### config.mk
export PLATFORM = sky130hd
export DESIGN_NAME = univ_shift_reg
export DESIGN_NICKNAME = d
export VERILOG_FILES = /design/src/rtl/univ_shift_reg.sv
export SDC_FILE = /design/constraint.sdc
export NUM_CORES = 1
export LEC_CHECK = 0
export CAP_MARGIN = 10
export CORE_UTILIZATION = 37
export CTS_CLUSTER_SIZE = 20
export DETAILED_ROUTE_END_ITERATION = 12
export GPL_TIMING_DRIVEN = 1
export PLACE_DENSITY = 0.86
export SYNTH_ARGS = -nofsm -noshare
export SYNTH_HDL_FRONTEND = slang
export SYNTH_SLANG_ARGS = --single-unit
### constraint.sdc
create_clock -name clk -period 1.7 [get_ports clk]
set_clock_uncertainty 0.05 [all_clocks]
set_input_delay 0.17 -clock clk [delete_from_list [all_inputs] [get_ports clk]]
set_output_delay 0.17 -clock clk [all_outputs]
set_load 0.02 [all_outputs]
### src/rtl/univ_shift_reg.sv
// Universal WIDTH-bit register: hold, shift right/left, parallel load, with a saturating shift counter.
// Optional feature macro: USR_ROTATE_EN (rot=1 turns shifts into rotates).
module univ_shift_reg #(
  parameter int               WIDTH   = 8,
  parameter logic [WIDTH-1:0] RST_VAL = '0
) (
  input  logic                       clk,
  input  logic                       rst,
  input  logic                       en,
  input  logic [1:0]                 mode,
  input  logic [WIDTH-1:0]           d,
  input  logic                       sin_msb,
  input  logic                       sin_lsb,
  input  logic                       rot,
  output logic [WIDTH-1:0]           q,
  output logic [WIDTH-1:0]           q_b,
  output logic                       sout_lsb,
  output logic                       sout_msb,
  output logic [$clog2(WIDTH+1)-1:0] cnt,
  output logic                       drained
);

  localparam int CW = $clog2(WIDTH + 1);
  localparam logic [CW-1:0] CNT_MAX = CW'(WIDTH);

  localparam logic [1:0] MODE_HOLD = 2'b00;
  localparam logic [1:0] MODE_SHR  = 2'b01;
  localparam logic [1:0] MODE_SHL  = 2'b10;
  localparam logic [1:0] MODE_LOAD = 2'b11;

  logic [WIDTH-1:0] r_q;
  logic [CW-1:0]    r_cnt;
  logic             w_rot;
  logic             w_in_msb;
  logic             w_in_lsb;
  logic [WIDTH-1:0] w_shr;
  logic [WIDTH-1:0] w_shl;

  function automatic logic [CW-1:0] sat_inc(input logic [CW-1:0] c);
    if (c == CNT_MAX) return c;
    else              return c + 1'b1;
  endfunction

`ifdef USR_ROTATE_EN
  assign w_rot = rot;
`else
  logic w_unused_rot;
  assign w_unused_rot = rot;
  assign w_rot        = 1'b0;
`endif

  // A rotate feeds the bit leaving the opposite end back in place of the serial input.
  assign w_in_msb = w_rot ? r_q[0]       : sin_msb;
  assign w_in_lsb = w_rot ? r_q[WIDTH-1] : sin_lsb;

  generate
    if (WIDTH == 1) begin : g_w1
      assign w_shr = w_in_msb;
      assign w_shl = w_in_lsb;
    end else begin : g_wn
      assign w_shr = {w_in_msb, r_q[WIDTH-1:1]};
      assign w_shl = {r_q[WIDTH-2:0], w_in_lsb};
    end
  endgenerate

  always_ff @(posedge clk) begin
    if (rst) begin
      r_q   <= RST_VAL;
      r_cnt <= '0;
    end else if (en) begin
      case (mode)
        MODE_HOLD: ;
        MODE_SHR: begin
          r_q   <= w_shr;
          r_cnt <= sat_inc(r_cnt);
        end
        MODE_SHL: begin
          r_q   <= w_shl;
          r_cnt <= sat_inc(r_cnt);
        end
        MODE_LOAD: begin
          r_q   <= d;
          r_cnt <= '0;
        end
        default: ;
      endcase
    end
  end

  assign q        = r_q;
  assign q_b      = ~r_q;
  assign sout_lsb = r_q[0];
  assign sout_msb = r_q[WIDTH-1];
  assign cnt      = r_cnt;
  assign drained  = (r_cnt == CNT_MAX);

endmodule

==> impl_metrics.yaml, run 1 <==
run_status:
  status: "finished, final reports clean"
synth:
  synth_common_cells: "inv_1, dfxtp_1, nor2_1"
  ys_types: 22
  synth_top_area_share_pct: 33.8
  synthAdderAreaFrac_pct: 8.80
  yosysMostFrequentCell: "inv_1"
  syn_area_per_cell_um2: 7.90
  synth_mux_area_share_pct: 0
  synth_compound_gate_area_share_pct: 26.1
  synthesis.area_um2: 711
  ys_seq_elements: 12
  syn_nets: 111
  synthArstFlopShare_pct: 0
  synthSimpleGateAreaFrac_pct: 19.5
  synth-edff-count: 0
  synth_top_family_by_area: "compound AO/OA/AOI/OAI gates"
  ys.flop_type: "dfxtp_1"
  yosys_warnings: 0
  synth_xor_area_share_pct: 0
  syn_inst: 90
  ys_top_cells_by_area: "dfxtp_1, a311oi_1, ha_1"
  synth_seq_area_share_pct: 33.8
  synth_top_area_cell: "dfxtp_1"
setup_path:
  cp.arrival_ns: 1.80
  worst_setup_path_end_kind: "flop"
  cpMaxStageDelayCell: "clkdlybuf4s50_1"
  rr_startpoint: "cnt[0]$_SDFFE_PP0P_"
  crit_buf_inv: 2
  crit_family: "simple AND/OR/NAND/NOR gates"
  crit_chain: "clkdlybuf4s50_1 -> inv_1 -> ha_4 -> and3b_1 -> or3b_2 -> a21oi_2"
  crit_path_start_kind: "input pin"
  path_max_fanout: 3
  critPathLaunch: "mode[0]"
  worstSetupPathType: "in -> reg"
  required_ns: 1.85
  max_stage_delay_ns: 0.48
timing:
  fmax_mhz: 607
  holdWs_ns: 0.417
  worst-slew-pin-transition_ns: 0.491
  fin_ws_ns: 0.0529
  finalCritPeriodShare_pct: 96.9
  slew_viol_final: 0
  fin_crit_ns: 1.65
  relSlewSlack_pct: 67.2
  setup_viol: 0
  final_hold_viol_count: 0
route:
  detail-route-antenna-nets: 0
  avgRoutedWirePerCell_um: 13.1
  wirelength_um: 2100
  drc_errors: 0
  first_pass_iters: 4
  drtIter0Drc: 28
  post_drt_via_cell_ratio: 5.30
  vias: 854
clocking:
  tritoncts: "done"
  root_buffer: "clkbuf_4"
  cts.clk_slew.worst_paths_ns: 0.08
  post_cts_buffers: 0
  numCtsBuffers: 3
  htreeDepth: 1
  cts.sinks: 12
  clockBufferDepth: 2
  worstSkewPairLatency_ns: 0.27
  hold_buffers: 0
min_path:
  worstHoldStart: "sin_msb"
  hold_class: "in -> reg"
power:
  powerDensity_nw_per_um2: 660
  ir_worst_vdd_uv: 320
  leakage_uw: 0.000476
final_layout:
  final_core_util_pct: 69.4
  antenna_cells: 0
  nNetsFinal: 158
  syn_to_final_growth_pct: 72.4
  fillCellCount: 154
  drive_above_1_share_pct: 16.9
floorplanning:
  die_y_um: 45.8
  dieArea_um2: 2100
  core_um2: 1760
  die_width_um: 45.8
  io_pins: 39
  row_count: 15
  start_util_pct: 40.3
grt:
  grt_pass1_wl_um: 3130
  grt_antenna_before_repair: 0
  grt_max_degree: 17
  grt_pass1_vias: 734
  overflow: 0
  grt_usage_pct: 20.7
placed_design:
  place_ws_ns: -0.298
  port_buffers: 37
  dp_hpwl_um: 1550
  globalplace.congestion: 0.811
flow_run:
  cap_violations: 0
sequential cells by signal, indices dropped and copies added (netlist names):
name	count
cnt	4
q	8
worst register-to-register path, delay by kind of cell (launching register included):
family | cells | cell delay [ns]
AND/OR/NAND/NOR | 2 | 0.69
buffers and inverters | 1 | 0.06
AO/OA/AOI/OAI | 1 | 0.13
adder cells (fa/ha/maj) | 1 | 0.21
flip-flops | 1 | 0.38
cell type report:
| type | instances | area [um2] | share of cell area, % |
|---|---|---|---|
| tap | 25 | 31.3 | 2.55 |
| multi-input combinational | 58 | 409 | 33.4 |
| clock buffer | 4 | 36.3 | 2.96 |
| sequential | 12 | 244 | 19.9 |
| inverter | 13 | 48.8 | 3.98 |
| timing repair buffer | 49 | 455 | 37.2 |
what timing repair did:
action,4_1_cts,5_1_grt
resized for setup,1,6
pin swaps,2,1
endpoints found under the setup margin,2,4
cells in the final DEF (no fill, tap or decap), drive strengths merged, types with 2 or more instances in the layout:
cell | netlist | final
a22oi | 8 | 8
a21oi | 3 | 3
nor2 | 9 | 9
nor3 | 2 | 2
a311oi | 8 | 8
clkbuf | 4 | 5
buf | 3 | 12
ha | 5 | 5
dfxtp | 12 | 12
o21ai | 4 | 4
inv | 13 | 13
nand2 | 8 | 8
a31oi | 2 | 2
nand3 | 2 | 2
clkdlybuf4s50 | 0 | 36
final timing paths:
kind | to | slack [ns] | depth (start not counted)
worst max-delay path | cnt[3]$_SDFFE_PP0P_ | 0.05 | 6
worst min register to register | q[6]$_SDFFE_PP0P_ | 0.48 | 2
worst max register to register | cnt[1]$_SDFFE_PP0P_ | 0.12 | 5
worst min-delay path | q[7]$_SDFFE_PP0P_ | 0.42 | 3
stage by stage:
step / cells / power (uW) / cell area [um2] / TNS [ns]
final: 161 / 808 / 1220 / 0
after global routing: 161 / 842 / 1220 / -0.0107
after CTS: 161 / 808 / 1200 / 0
after detailed placement: 157 / 577 / 1170 / -1.67
after global placement: 157 / 570 / 1170 / -1.14
after floorplan: 90 / 442 / 712 / 0
cell families after synthesis:
family | count (synthesis)
AOI/OAI and AO/OA | 26
adders and majority gates | 5
and+or+nand+nor | 27
buffers and inverters | 20
DFF | 12
per-layer routing:
| metal | track usage [%] | wire length [um] | vias to the layer above |
|---|---|---|---|
| li1 | - | - | 413 |
| met1 | 26.3 | 824 | 398 |
| met2 | 33.7 | 1120 | 35 |
| met3 | 1.98 | 109 | 8 |
| met4 | 12.4 | 46 | 0 |
| met5 | 0 | 0 | - |
report_power, final:
| group | total, uW | switching (uW) | leakage, uW | internal, uW |
|---|---|---|---|---|
| Combinational | 259 | 124 | 0.000356 | 136 |
| Sequential | 320 | 21.6 | 0.0000992 | 298 |
| Clock | 229 | 99.1 | 0.0000210 | 130 |
Power figures use the tool's default switching activity.
==> run 2, diff against run 1 <==
--- a/config.mk
+++ b/config.mk
@@ -6,11 +6,11 @@
 export NUM_CORES = 1
 export LEC_CHECK = 0
 export CAP_MARGIN = 10
-export CORE_UTILIZATION = 37
+export CORE_UTILIZATION = 35
 export CTS_CLUSTER_SIZE = 20
 export DETAILED_ROUTE_END_ITERATION = 12
 export GPL_TIMING_DRIVEN = 1
-export PLACE_DENSITY = 0.86
+export PLACE_DENSITY = 0.83
 export SYNTH_ARGS = -nofsm -noshare
 export SYNTH_HDL_FRONTEND = slang
 export SYNTH_SLANG_ARGS = --single-unit
==> run 2 against run 1 <==
Effect of this change: routed wire length down 0.48%; cell count unchanged; register-to-register slack about the same; core utilization down 2.5 points; via count down 0.59%; first-iteration DRC count down 46%; critical path depth unchanged; hold slack worse by 0.0012 ns; total power down 5.9%; sequential share of layout area up 0.10 points; design area down 0.51%; clock power down 20%.
==> impl_metrics.yaml, run 2 (synthesis results as in run 1) <==
timing:
  setup_tns_ns: 0
  fmax_mhz: 613
  fin_ws_ns: 0.0697
  rsz0062_at_grt: "no"
  finalCritPeriodShare_pct: 95.9
  worst-slew-pin-transition_ns: 0.470
  fin_crit_ns: 1.63
  relSlewSlack_pct: 68.6
  slew_viol_final: 0
  final_hold_viol_count: 0
  setup_viol: 0
placed_design:
  globalplace.congestion: 0.768
  port_buffers: 37
  dp_hpwl_um: 1610
  place_ws_ns: -0.317
final_layout:
  layout_commonest_cell: "clkdlybuf4s50_1"
  syn_to_final_growth_pct: 71.5
  antenna_cells: 0
  final_cell_mix: "clkdlybuf4s50_1, inv_1, buf_4"
  drive_above_1_share_pct: 15.4
  nNetsFinal: 159
  fillCellCount: 162
  largest_reg_flops: 8
min_path:
  hold_class: "in -> reg"
  whs_path_depth: 3
route:
  avgRoutedWirePerCell_um: 13.0
  first_pass_iters: 4
  vias: 849
  post_drt_via_cell_ratio: 5.27
  drc_errors: 0
  wirelength_um: 2090
  detail-route-antenna-nets: 0
  drtIter0Drc: 15
power:
  leakage_uw: 0.000476
  ir_worst_vdd_uv: 375
  powerDensity_nw_per_um2: 624
grt:
  grt_max_degree: 17
  grt_pass1_wl_um: 3180
  grt_usage_pct: 21.1
  grt_pass1_vias: 747
  overflow: 0
  grt_antenna_before_repair: 0
floorplanning:
  die_width_um: 47.1
  dieArea_um2: 2210
  io_pins: 39
  core_um2: 1820
  start_util_pct: 39.0
  die_y_um: 47.1
  row_count: 15
clocking:
  worstSkewPairLatency_ns: 0.28
  clockBufferDepth: 2
  hold_buffers: 0
  numCtsBuffers: 3
  root_buffer: "clkbuf_4"
  tritoncts: "done"
  cts.sinks: 12
  cts.clk_slew.worst_paths_ns: 0.08
  htreeDepth: 1
setup_path:
  crit_cells: 6
  worstSetupPathType: "in -> reg"
  path_max_fanout: 3
  required_ns: 1.86
  reg2regPathDepth: 5
  rr_startpoint: "cnt[0]$_SDFFE_PP0P_"
  crit_path_start_kind: "input pin"
  worst_setup_path_end_kind: "flop"
  cp-endpoint: "cnt[1]$_SDFFE_PP0P_"
  critPathLaunch: "mode[0]"
  crit_family: "simple AND/OR/NAND/NOR gates"
  crit_chain: "clkdlybuf4s50_1 -> inv_1 -> ha_4 -> and4b_4 -> or4b_1 -> a21oi_1"
  cp.arrival_ns: 1.79
  max_stage_delay_ns: 0.49
  crit_buf_inv: 2
  cpMaxStageDelayCell: "or4b_1"
  worst-r2r-setup-slack_ns: 0.13
  r2r-end: "cnt[1]$_SDFFE_PP0P_"
flow_run:
  cap_violations: 0
run_status:
  status: "finished, final reports clean"
## run 2: how the worst min path moves through the flow
stage / slack [ns] / from / endpoint
2_1_floorplan: 0.19 / rst / q[5]$_SDFFE_PP0P_
3_3_place_gp: 0.45 / cnt[0]$_SDFFE_PP0P_ / cnt[0]$_SDFFE_PP0P_
3_5_place_dp: 0.47 / cnt[0]$_SDFFE_PP0P_ / cnt[0]$_SDFFE_PP0P_
4_1_cts: 0.41 / sin_msb / q[7]$_SDFFE_PP0P_
5_1_grt: 0.43 / sin_msb / q[7]$_SDFFE_PP0P_
6_report: 0.42 / sin_msb / q[7]$_SDFFE_PP0P_
## run 2: repair_timing
item,in CTS,in global routing
pin swaps,0,1
setup buffers,0,1
resized for setup,2,2
setup endpoints to repair,2,3
## run 2: routing by layer
| layer | global-route usage, % | up-vias | wire, um |
|---|---|---|---|
| met4 | 13.1 | 0 | 54 |
| met2 | 35.0 | 29 | 1030 |
| li1 | - | 411 | - |
| met5 | 0 | - | 0 |
| met3 | 3.46 | 5 | 103 |
| met1 | 25.2 | 404 | 903 |
## run 2: layout make-up
cell class                 count  area (um2)  area share [%]
timing repair buffer          50         467            38.3
sequential                    12         244            20.0
clock buffer                   3        22.5            1.85
tap                           25        31.3            2.57
inverter                      13        48.8            4.00
multi-input combinational     58         405            33.3
## run 2: worst min-delay path: cells and delay by family
kind | cells | cell delay, ns
buf+inv | 1 | 0.40
simple gates | 1 | 0.06
compound gates | 1 | 0.08
## run 2: through the flow
stage / cells / utilization, % / hold slack (ns) / instance area (um2) / power, uW
final: 161 / 66.9 / 0.416 / 1220 / 761
after global routing: 161 / 66.9 / 0.430 / 1220 / 799
after CTS: 160 / 66.0 / 0.412 / 1200 / 765
after detailed placement: 157 / 64.2 / 0.470 / 1170 / 579
after global placement: 157 / 64.2 / 0.449 / 1170 / 570
after floorplan: 90 / - / 0.192 / 712 / 442
## run 2: power breakdown
group / leakage [uW] / internal [uW] / total [uW] / switching, uW
sequential: 0.0000992 / 298 / 320 / 21.9
clock: 0.0000138 / 82.3 / 184 / 101
combinational: 0.000363 / 135 / 257 / 122
total: 0.000476 / 516 / 761 / 245
